### config.mk
export PLATFORM = sky130hd
export DESIGN_NAME = psram_port_arbiter
export DESIGN_NICKNAME = d
export VERILOG_FILES = /design/src/rtl/psram_port_arbiter.sv
export SDC_FILE = /design/constraint.sdc
export NUM_CORES = 1
export LEC_CHECK = 0
export CAP_MARGIN = 20
export CORE_MARGIN = 5
export CORE_UTILIZATION = 40
export DETAILED_ROUTE_END_ITERATION = 7
export GPL_ROUTABILITY_DRIVEN = 0
export GPL_TIMING_DRIVEN = 0
export PLACE_DENSITY = 0.71
export SLEW_MARGIN = 15
export SYNTH_ARGS = -nofsm -noshare
export SYNTH_HDL_FRONTEND = slang
export SYNTH_SLANG_ARGS = --single-unit
### constraint.sdc
create_clock -name clk -period 2.7 [get_ports clk]
set_input_delay 0.54 -clock clk [delete_from_list [all_inputs] [get_ports clk]]
set_output_delay 0.54 -clock clk [all_outputs]
set_load 0.02 [all_outputs]
### src/rtl/psram_port_arbiter.sv
// Request front-end for the PSRAM controller: arbitrates cartridge byte reads
// against loader word writes, with a one-word read cache and a transaction timeout.
module psram_port_arbiter #(
    parameter int unsigned TIMEOUT_CYC = 64,
    parameter int unsigned CACHE_EN    = 1
) (
    input  logic        clk,
    input  logic        reset_n,
    input  logic        rd_req,
    input  logic [22:0] rd_addr,
    output logic        rd_ack,
    output logic [7:0]  rd_byte,
    input  logic        ld_req,
    input  logic [21:0] ld_addr,
    input  logic [15:0] ld_data,
    output logic        ld_ack,
    output logic        mem_cmd_en,
    output logic        mem_cmd_write,
    output logic [21:0] mem_addr,
    output logic [15:0] mem_wr_data,
    input  logic [15:0] mem_rd_data,
    input  logic        mem_data_valid,
    input  logic        mem_busy,
    output logic        timeout_err
);

    localparam int unsigned CNT_W = $clog2(TIMEOUT_CYC + 2);

    typedef enum logic [2:0] {IDLE, ISSUE, WAIT_START, WAIT_DONE, RESP} state_t;

    state_t           state, state_next;
    logic             op_load, fair, cache_valid, byte_sel, got_data;
    logic [21:0]      cache_tag;
    logic [15:0]      cache_data;
    logic [CNT_W-1:0] tmo_cnt;
    logic             grant, grant_ld, hit, tmo;
    logic [15:0]      rd_word;

    // Big-endian: even byte address is the high half of the word.
    function automatic logic [7:0] pick_byte(input logic [15:0] w, input logic lo);
        return lo ? w[7:0] : w[15:8];
    endfunction

    always_comb begin
        grant      = !mem_busy && (rd_req || ld_req);
        grant_ld   = ld_req && (!rd_req || fair);
        hit        = (CACHE_EN != 0) && cache_valid && (cache_tag == rd_addr[22:1]);
        tmo        = (tmo_cnt == CNT_W'(TIMEOUT_CYC));
        rd_word    = mem_data_valid ? mem_rd_data : cache_data;
        state_next = state;
        case (state)
            IDLE:       if (grant) state_next = (!grant_ld && hit) ? RESP : ISSUE;
            ISSUE:      state_next = WAIT_START;
            WAIT_START: if (tmo) state_next = RESP;
                        else if (mem_busy) state_next = WAIT_DONE;
            WAIT_DONE:  if (tmo || !mem_busy) state_next = RESP;
            RESP:       state_next = IDLE;
            default:    state_next = IDLE;
        endcase
    end

    assign mem_cmd_en = (state == ISSUE);
    assign rd_ack     = (state == RESP) && !op_load;
    assign ld_ack     = (state == RESP) && op_load;

    always_ff @(posedge clk or negedge reset_n) begin
        if (!reset_n) state <= IDLE;
        else          state <= state_next;
    end

    always_ff @(posedge clk or negedge reset_n) begin
        if (!reset_n) begin
            op_load       <= 1'b0;
            fair          <= 1'b0;
            cache_valid   <= 1'b0;
            byte_sel      <= 1'b0;
            got_data      <= 1'b0;
            cache_tag     <= '0;
            cache_data    <= '0;
            tmo_cnt       <= '0;
            rd_byte       <= 8'h00;
            mem_cmd_write <= 1'b0;
            mem_addr      <= '0;
            mem_wr_data   <= '0;
            timeout_err   <= 1'b0;
        end else begin
            case (state)
                IDLE: if (grant) begin
                    op_load  <= grant_ld;
                    got_data <= 1'b0;
                    if (grant_ld) begin
                        fair          <= 1'b0;
                        mem_addr      <= ld_addr;
                        mem_cmd_write <= 1'b1;
                        mem_wr_data   <= ld_data;
                    end else begin
                        if (ld_req) fair <= 1'b1;
                        byte_sel <= rd_addr[0];
                        if (hit) begin
                            rd_byte <= pick_byte(cache_data, rd_addr[0]);
                        end else begin
                            mem_addr      <= rd_addr[22:1];
                            mem_cmd_write <= 1'b0;
                            mem_wr_data   <= ld_data;
                        end
                    end
                end
                ISSUE: tmo_cnt <= '0;
                WAIT_START, WAIT_DONE: begin
                    tmo_cnt <= tmo_cnt + 1'b1;
                    if (tmo) begin
                        timeout_err <= 1'b1;
                        cache_valid <= 1'b0;
                        if (!op_load) rd_byte <= 8'hFF;
                    end else if (state == WAIT_DONE) begin
                        if (mem_data_valid && !op_load) begin
                            cache_data <= mem_rd_data;
                            got_data   <= 1'b1;
                        end
                        // Data may arrive in the same cycle busy falls, so use rd_word.
                        if (!mem_busy) begin
                            if (op_load) begin
                                if (cache_tag == mem_addr) cache_data <= mem_wr_data;
                            end else if (got_data || mem_data_valid) begin
                                cache_valid <= 1'b1;
                                cache_tag   <= mem_addr;
                                rd_byte     <= pick_byte(rd_word, byte_sel);
                            end else begin
                                cache_valid <= 1'b0;
                                rd_byte     <= 8'hFF;
                            end
                        end
                    end
                end
                default: ;
            endcase
        end
    end

endmodule

# Word-level counts from Yosys, hierarchy flattened
# Cells that the tools add are included.
[word_totals]
regBits = 101
inputBits = 83
out_inout_bits = 51
elab_cells = 115
[classes]
addsub = 1
eq_ne = 22
mux = 42
bitwise = 4
n_reduce_logical = 32
[ops]
columns = ["operator", "n"]
rows = [
  ["16-bit two-way mux", 7],
  ["8-bit two-way mux", 11],
  ["22-bit equality test", 2],
  ["22-bit two-way mux", 2],
  ["2-bit inequality test, second input constant", 8],
  ["8-bit one-hot mux with 2 select lines", 1],
  ["3-bit two-way mux", 5],
  ["3-bit inequality test, second input constant", 5],
  ["3-bit AND reduction", 5],
  ["7-bit one-hot mux with 2 select lines", 1],
  ["1-bit two-way mux", 13],
  ["3-bit one-hot mux with 4 select lines", 1],
  ["8-bit AND reduction", 1],
  ["2-bit nonzero test", 4],
  ["7-bit by 1-bit adder with 7-bit output, second input constant", 1],
  ["7-bit equality test, second input constant", 1],
  ["1-bit logical AND", 7],
  ["3-bit by 2-bit equality test with 1-bit output, second input constant", 2],
  ["6-bit AND reduction", 1],
  ["5-bit AND reduction", 1],
  ["1-bit logical NOT", 4],
  ["1-bit logical OR", 4],
  ["2-bit by 1-bit inequality test with 1-bit output, second input constant", 2],
  ["1-bit inverter", 4],
  ["other kinds (7)", 8],
]

# Logic depth before layout (Yosys ltp)
# Gate-level depths: netlist of the first run.
[logic_depth]
word_depth = 8
ltp_mapped = 8
depth_no_buf = 7

# Least setup slack after synthesis of the first run
# Ideal clock, no wire load.
[synth_timing]
path_type = "input port to flip-flop"
start = "input port mem_data_valid"
end = "register cache_tag[10]"
setup_time_ps = 125
t_arrival_ps = 2106
t_required_ps = 2575
setup_slack_ps = 469
cell_stages = 6
path_buffers = 2
path_cell_list = "clkbuf_1 or2_2 o211ai_2 nor3_2 buf_2 mux2_2"
[synth_between]
elab_chain_cells = 2
[synth_rtl]
columns = ["item", "line_no", "source"]
rows = [
  ["start: declaration", "22", "input logic mem_data_valid,"],
  ["1-bit logical OR", "124", "end else if (got_data || mem_data_valid) begin"],
  ["6-bit AND reduction (no line)", "--", ""],
  ["end signal: assignment", "126", "cache_tag <= mem_addr;"],
  ["end: declaration", "33", "logic [21:0] cache_tag;"],
]
# No other way between the ends.
# A chain may end at the register's enable or synchronous reset.

# Worst setup path after layout of the first run
[layout_timing]
start = "input port rd_addr[6]"
end = "register state[2]"
[layout_between]
elab_chain_cells = 6
[layout_rtl]
columns = ["item", "line_no", "source"]
rows = [
  ["start: declaration", "10", "input logic [22:0] rd_addr,"],
  ["22-bit equality test", "47", "hit = (CACHE_EN != 0) && cache_valid && (cache_tag == rd_addr[22:1]);"],
  ["1-bit logical AND", "47", ""],
  ["1-bit logical AND", "52", "IDLE: if (grant) state_next = (!grant_ld && hit) ? RESP : ISSUE;"],
  ["3-bit two-way mux (2 in a row)", "52", ""],
  ["3-bit one-hot mux with 4 select lines", "51", "case (state)"],
  ["end signal: assignment", "68", "else state <= state_next;"],
  ["end: declaration", "31", "state_t state, state_next;"],
]
# No other way between the ends. The select of a mux whose other input is x is not followed.

==> impl_metrics.tcl, run 1 <==
set metrics [dict create \
    grt_start_max_net_pins 75 \
    synth-edff-count 0 \
    tritoncts_clock_tree "built" \
    syn_to_final_growth_pct 31.9 \
    synth.ff_latch_count 101 \
    clock-skew-final_ns 0.00966 \
    report.final.slew_viol_count 0 \
    data_required_time_at_the_worst_endpoint_ns 2.96 \
    leading_cell_type_by_number_of_instances_after_synthesis "dfrtp_1" \
    yosys-top-cells-count "dfrtp_1 (101), mux2_2 (82), xnor2_1 (42)" \
    critical_path.top_delay_family "simple AND/OR/NAND/NOR gates" \
    total_leakage_power_nw 3.01 \
    start_kind "input pin" \
    synth_area_leader_cell "dfrtp_1" \
    floorplan.die.width_um 131 \
    first_pass_grt_wire_length_mm 27.1 \
    fmaxAchievable_mhz 381 \
    detailroute.via_count 4973 \
    detailed_placement_hpwl_mm 12.8 \
    post-route-period-util_pct 97.2 \
    via_count_of_the_first_global_routing_pass 5127 \
    worstSetupPathType "input pin to flip-flop" \
    worstMarginPinSlew_ns 0.937 \
    top_area_cells_in_the_synthesized_netlist "dfrtp_1 (43%), mux2_2 (16%), xnor2_1 (6.3%), mux4_2 (3.1%), o21ai_0 (2.6%)" \
    delay_of_the_slowest_critical_path_stage_ns 0.58 \
    finalSetupViolations 0 \
    drt_pass1_iterations 5 \
    die_height_um 131 \
    min_path_type "input pin to async pin" \
    outcome "completed" \
    n_antenna_cell 0 \
    placement_rows 44 \
    finalCriticalPeriod_ns 2.62 \
    root_buffer "clkbuf_16" \
    clockBufferDepth 2 \
    synthesis.instances 537 \
    detail_route.wirelength_mm 16.9 \
    tns_ns 0 \
    global_route_overflow 0 \
    ys_warn_count 0 \
    detail_route.drc_violations 0 \
    synthDominantCellAreaShare_pct 43.2 \
    ys_seq_area_share_pct 43.2 \
    net_count_of_the_finished_layout 765 \
    power-per-cell-area_mw_per_mm2 1130 \
    mappedNetlistNets 622 \
    tritoncts.num_buffers 9 \
    cp.buffers_inverters 2 \
    r2r_setup_slack_ns 0.16 \
    start_util_pct 40.5 \
    timing.critical_path.arrival_ns 2.88 \
    placedInstanceArea_sq_mm 0.00742 \
    syn-mean-instance-area_sq_um 10.9 \
    placeableCoreArea_sq_mm 0.0144 \
    cp-end-kind "flip-flop" \
    hold_viol 0 \
    die_area_sq_mm 0.0171 \
    ys_dominant_reg_cell "dfrtp_1" \
    synth.cell_area_sq_mm 0.00585 \
    crit_path_cell_trace "clkdlybuf4s50_1 -> xnor2_1 -> o2111ai_1 -> or4_1 -> buf_2 -> or3_1 -> a221oi_2" \
    first_iter_violations 538 \
    critPathMaxFanout 9 \
    max-cap-violations 0 \
    portBuffers 131 \
    clock-sinks 101 \
    avgViaCountPerCell 5.73 \
    worstSkewPairLatency_ns 0.36 \
    routed_antenna_nets 0 \
    fraction_of_layout_cells_with_a_size_suffix_above_1_pct 19.6 \
    clock_pin_transition_on_the_worst_setup_and_hold_timing_paths_ns 0.07 \
    routedWlPerCell_um 19.5 \
    ys_async_sr_fraction_pct 100 \
    max-slew-margin-rel_pct 37.0 \
    track_usage_pct 20.1 \
    cpMaxStageDelayCell "or4_1" \
    synth_cell_type_count 52 \
    irDropWorstVdd_v 0.000636 \
    grt_setup_unrepaired "no" \
    io_pins 134 \
    htree_num_levels 3 \
    postLayoutCellArea_sq_mm 0.00771 \
    hold_buf_cts 0 \
    number_of_antenna_violations_at_the_first_check_in_global_routing 0 \
]
-- layer usage --
layer  global-route usage (%)  share of wire (%)  vias up
met1                     26.8                 42     2445
met2                     33.1                 50      200
li1                         -                  -     2289
met3                     4.35                5.7       39
met5                        0                  0        -
met4                     6.11                2.3        0
-- flip-flops by register name (all words and copies together), names as in the netlist --
| signal | cells |
|---|---|
| mem_wr_data | 16 |
| byte_sel | 1 |
| tmo_cnt | 7 |
| cache_tag | 22 |
| state | 3 |
| mem_addr | 22 |
| mem_cmd_write | 1 |
| cache_valid | 1 |
| op_load | 1 |
| got_data | 1 |
| cache_data | 16 |
| timeout_err | 1 |
| fair | 1 |
| rd_byte | 8 |
-- logic make-up (layout without fill, tap and decap cells) --
| group | Yosys count | in the layout | synth area share [%] |
|---|---|---|---|
| simple gates | 143 | 143 | 13.9 |
| compound gates | 107 | 107 | 12.2 |
| flops | 101 | 101 | 43.2 |
| mux | 99 | 99 | 20.4 |
| xor+xnor | 44 | 44 | 6.85 |
| buf+inv | 41 | 188 | 2.95 |
| fa+ha+maj | 2 | 2 | 0.428 |
-- worst register-to-register path: stages, from the launching register on --
cell	delay, ns
dfrtp_1	0.45
inv_1	0.09
ha_1	0.14
nand4bb_1	0.27
or4_1	0.47
buf_2	0.18
a21oi_1	0.53
a221oi_1	0.19
nand3_1	0.15
-- where the power goes --
group / internal, W / total (W) / switching [W] / leakage (nW)
Clock: 0.000653 / 0.00124 / 0.000591 / 0.132
Combinational: 0.00228 / 0.00449 / 0.00221 / 1.64
Sequential: 0.00223 / 0.00300 / 0.000769 / 1.24
Total: 0.00517 / 0.00874 / 0.00357 / 3.01
-- placed cells by master, fill, tap and decap left out, types with 19 or more instances in the layout --
master,synthesis,routed
a21oi_1,21,21
clkdlybuf4s50_1,0,129
xnor2_1,42,42
nand4_1,23,23
nor2_1,27,27
o21ai_0,30,30
or3_1,19,19
dfrtp_1,101,101
mux2_2,82,82
nand2b_1,20,20
-- worst paths after layout --
| path | start | endpoint | depth (start not counted) |
|---|---|---|---|
| min in group clk | timeout_err | timeout_err | 1 |
| max in group asynchronous | reset_n | tmo_cnt[2] | 2 |
| worst max register to register | tmo_cnt[0] | rd_byte[0] | 8 |
| worst min register to register | timeout_err | timeout_err | 1 |
| worst max-delay path | rd_addr[6] | state[2] | 7 |
| worst min-delay path | reset_n | mem_wr_data[8] | 1 |
-- area by class of cell --
type / count / area (sq um)
buffer: 35 / 153
clock buffer: 11 / 243
clock inverter: 4 / 33.8
fill: 1294 / 6710
inverter: 5 / 18.8
multi-input combinational: 395 / 3160
sequential: 101 / 2530
tap: 184 / 230
timing repair buffer: 133 / 1350
-- timing repair --
action / CTS / global route
setup endpoints to repair: 12 / 4
pin swaps: 0 / 1
buffers inserted: 0 / 1
resized for setup: 3 / 2
endpoints found under the hold margin: 0 / 0
-- metrics by stage --
step	total power, W	cells	utilization, %	setup WS (ns)	hold WS [ns]
finish	0.00874	868	53.5	0.0763	0.0444
global route	0.00931	868	53.5	0.0112	0.0598
CTS	0.00875	867	53.4	0.115	0.0444
detailed placement	0.00746	853	51.5	-0.397	0.428
global placement	0.00732	852	51.2	-2.73	0.454
floorplan	0.00576	537	-	0.469	0.244
No activity file was read; power rests on OpenSTA's default activity.
==> run 2, diff against run 1 <==
--- a/config.mk
+++ b/config.mk
@@ -5,7 +5,7 @@
 export SDC_FILE = /design/constraint.sdc
 export NUM_CORES = 1
 export LEC_CHECK = 0
-export CAP_MARGIN = 20
+export CAP_MARGIN = 25
 export CORE_MARGIN = 5
 export CORE_UTILIZATION = 40
 export DETAILED_ROUTE_END_ITERATION = 7
@@ -16,3 +16,4 @@
 export SYNTH_ARGS = -nofsm -noshare
 export SYNTH_HDL_FRONTEND = slang
 export SYNTH_SLANG_ARGS = --single-unit
+export TNS_END_PERCENT = 100
==> results of run 2 <==
Same layout as run 1: the final DEF is identical, and so are final timing and power.
==> run 3, diff against run 2 <==
--- a/config.mk
+++ b/config.mk
@@ -12,6 +12,7 @@
 export GPL_ROUTABILITY_DRIVEN = 0
 export GPL_TIMING_DRIVEN = 0
 export PLACE_DENSITY = 0.71
+export SETUP_SLACK_MARGIN = 0.2
 export SLEW_MARGIN = 15
 export SYNTH_ARGS = -nofsm -noshare
 export SYNTH_HDL_FRONTEND = slang
==> run 3 against run 2 <==
Cell count is 0.81% higher. Sequential share of layout area is 0.54 points lower. First-iteration DRC count is 12% lower. Combinational power is 2% higher. Via count is 0.66% higher. Die area stayed put. Wire length is 0.53% higher.
==> impl_metrics.tcl, run 3 (synthesis results as in run 1) <==
set metrics [dict create \
    outcome "completed" \
    detailroute.via_count 5006 \
    clock_pin_transition_on_the_worst_setup_and_hold_timing_paths_ns 0.07 \
    report.final.slew_viol_count 0 \
    worstSetupPathType "input pin to flip-flop" \
    worstMarginPinSlew_ns 0.975 \
    first_iter_violations 472 \
    placedInstanceArea_sq_mm 0.00742 \
    totalPowerFinal_w 0.00884 \
    dp.cells 853 \
    clockBufferDepth 2 \
    routed_antenna_nets 0 \
    fraction_of_layout_cells_with_a_size_suffix_above_1_pct 22.3 \
    detail_route.wirelength_mm 17.0 \
    postLayoutCellArea_sq_mm 0.00785 \
    tritoncts.num_buffers 9 \
    r2r_start "tmo_cnt[0]" \
    hold_buf_cts 0 \
    max-cap-violations 0 \
    hold_viol 0 \
    detail_route.drc_violations 0 \
    data_required_time_at_the_worst_endpoint_ns 2.96 \
    fin_hold_ws_ns 0.0472 \
    worstSkewPairLatency_ns 0.36 \
    global_route_overflow 0 \
    placeableCoreArea_sq_mm 0.0144 \
    layout_common_cells "clkdlybuf4s50_1 (125), dfrtp_1 (101), mux2_2 (82)" \
    track_usage_pct 20.1 \
    top_regs "cache_tag: 22 flops, mem_addr: 22 flops" \
    r2r_cells 9 \
    syn_to_final_growth_pct 34.1 \
    grt_start_max_net_pins 75 \
    critPathMaxFanout 9 \
    root_buffer "clkbuf_16" \
    fmaxAchievable_mhz 395 \
    irDropWorstVdd_v 0.000640 \
    drt_pass1_iterations 5 \
    first_pass_grt_wire_length_mm 27.1 \
    routedWlPerCell_um 19.4 \
    via_count_of_the_first_global_routing_pass 5151 \
    max-slew-margin-rel_pct 34.5 \
    filler_cell_count 1288 \
    power-per-cell-area_mw_per_mm2 1130 \
    finalSetupViolations 0 \
    start_util_pct 40.5 \
    portBuffers 131 \
    post-route-period-util_pct 93.7 \
    cp-end-kind "flip-flop" \
    grt_setup_unrepaired "yes" \
    total_leakage_power_nw 3.11 \
    start_kind "input pin" \
    number_of_antenna_violations_at_the_first_check_in_global_routing 0 \
    placement_rows 44 \
    clock-skew-final_ns 0.0106 \
    avgViaCountPerCell 5.72 \
    detailed_placement_hpwl_mm 12.8 \
    tritoncts_clock_tree "built" \
    layout.cells.most_common "clkdlybuf4s50_1" \
    finalCriticalPeriod_ns 2.53 \
    r2r_setup_slack_ns 0.33 \
    n_antenna_cell 0 \
    floorplan.die.width_um 131 \
    die_height_um 131 \
    clock-sinks 101 \
    fin_cells 875 \
    crit_end "state[2]" \
    die_area_sq_mm 0.0171 \
    rr_endpoint "cache_data[4]" \
    timing.critical_path.arrival_ns 2.79 \
    critical_path.startpoint "rd_req" \
    io_pins 134 \
    htree_num_levels 3 \
    net_count_of_the_finished_layout 772 \
    min_path_type "input pin to async pin" \
]
run 3: changes by cell type in the layout (fill, tap and decap cells not counted), sizes merged:
cell,change
clkbuf,+3
buf,+4
dlygate4sd2,+4
clkdlybuf4s50,-4
run 3: metrics by stage:
| stage | TNS (ns) | setup slack, ns | utilization (%) |
|---|---|---|---|
| 5_1_grt | 0 | 0.0994 | 54.4 |
| 4_1_cts | 0 | 0.207 | 53.8 |
| 3_5_place_dp | -9.19 | -0.397 | 51.5 |
| 6_report | 0 | 0.171 | 54.4 |
| 2_1_floorplan | 0 | 0.469 | - |
| 3_3_place_gp | -285.81 | -2.73 | 51.2 |
run 3: per-layer routing:
layer  wire, um  GRT usage, %  up-vias
met3        999          4.27       39
met2       8380          33.0      226
li1           -             -     2301
met1       7130          26.7     2440
met4        482          6.47        0
met5          0             0        -
run 3: power breakdown:
| part | leakage, nW | switching (W) | internal (W) |
|---|---|---|---|
| combinational | 1.73 | 0.00224 | 0.00234 |
| clock | 0.132 | 0.000594 | 0.000653 |
| sequential | 1.24 | 0.000779 | 0.00223 |
run 3: layout make-up:
| type | instances | area, sq um | share of cell area [%] |
|---|---|---|---|
| Multi-Input combinational cell | 395 | 3230 | 41.2 |
| Clock inverter | 4 | 33.8 | 0.431 |
| Inverter | 5 | 18.8 | 0.239 |
| Timing Repair Buffer | 139 | 1390 | 17.7 |
| Clock buffer | 11 | 243 | 3.09 |
| Buffer | 36 | 171 | 2.19 |
| Sequential cell | 101 | 2530 | 32.2 |
| Tap cell | 184 | 230 | 2.93 |
run 3: worst min-delay path by stage:
stage                     end   startpoint  cells past startpoint
2_1_floorplan        byte_sel      reset_n                      0
3_3_place_gp      timeout_err  timeout_err                      1
3_5_place_dp   mem_wr_data[8]      reset_n                      1
4_1_cts        mem_wr_data[8]      reset_n                      1
5_1_grt        mem_wr_data[5]      reset_n                      1
6_report       mem_wr_data[8]      reset_n                      1
run 3: repair_timing:
item	in CTS	in global routing
buffers inserted	1	6
resized for setup	16	16
pin swaps	3	2
endpoints found under the hold margin	0	0
setup endpoints to repair	15	77
run 3: critical path, cell delays in order:
cell and delay [ns]:
clkdlybuf4s50_1 0.51, nor2b_2 0.20, o2111ai_1 0.15, or4_1 0.58
buf_4 0.20, or3_1 0.33, a221oi_2 0.27
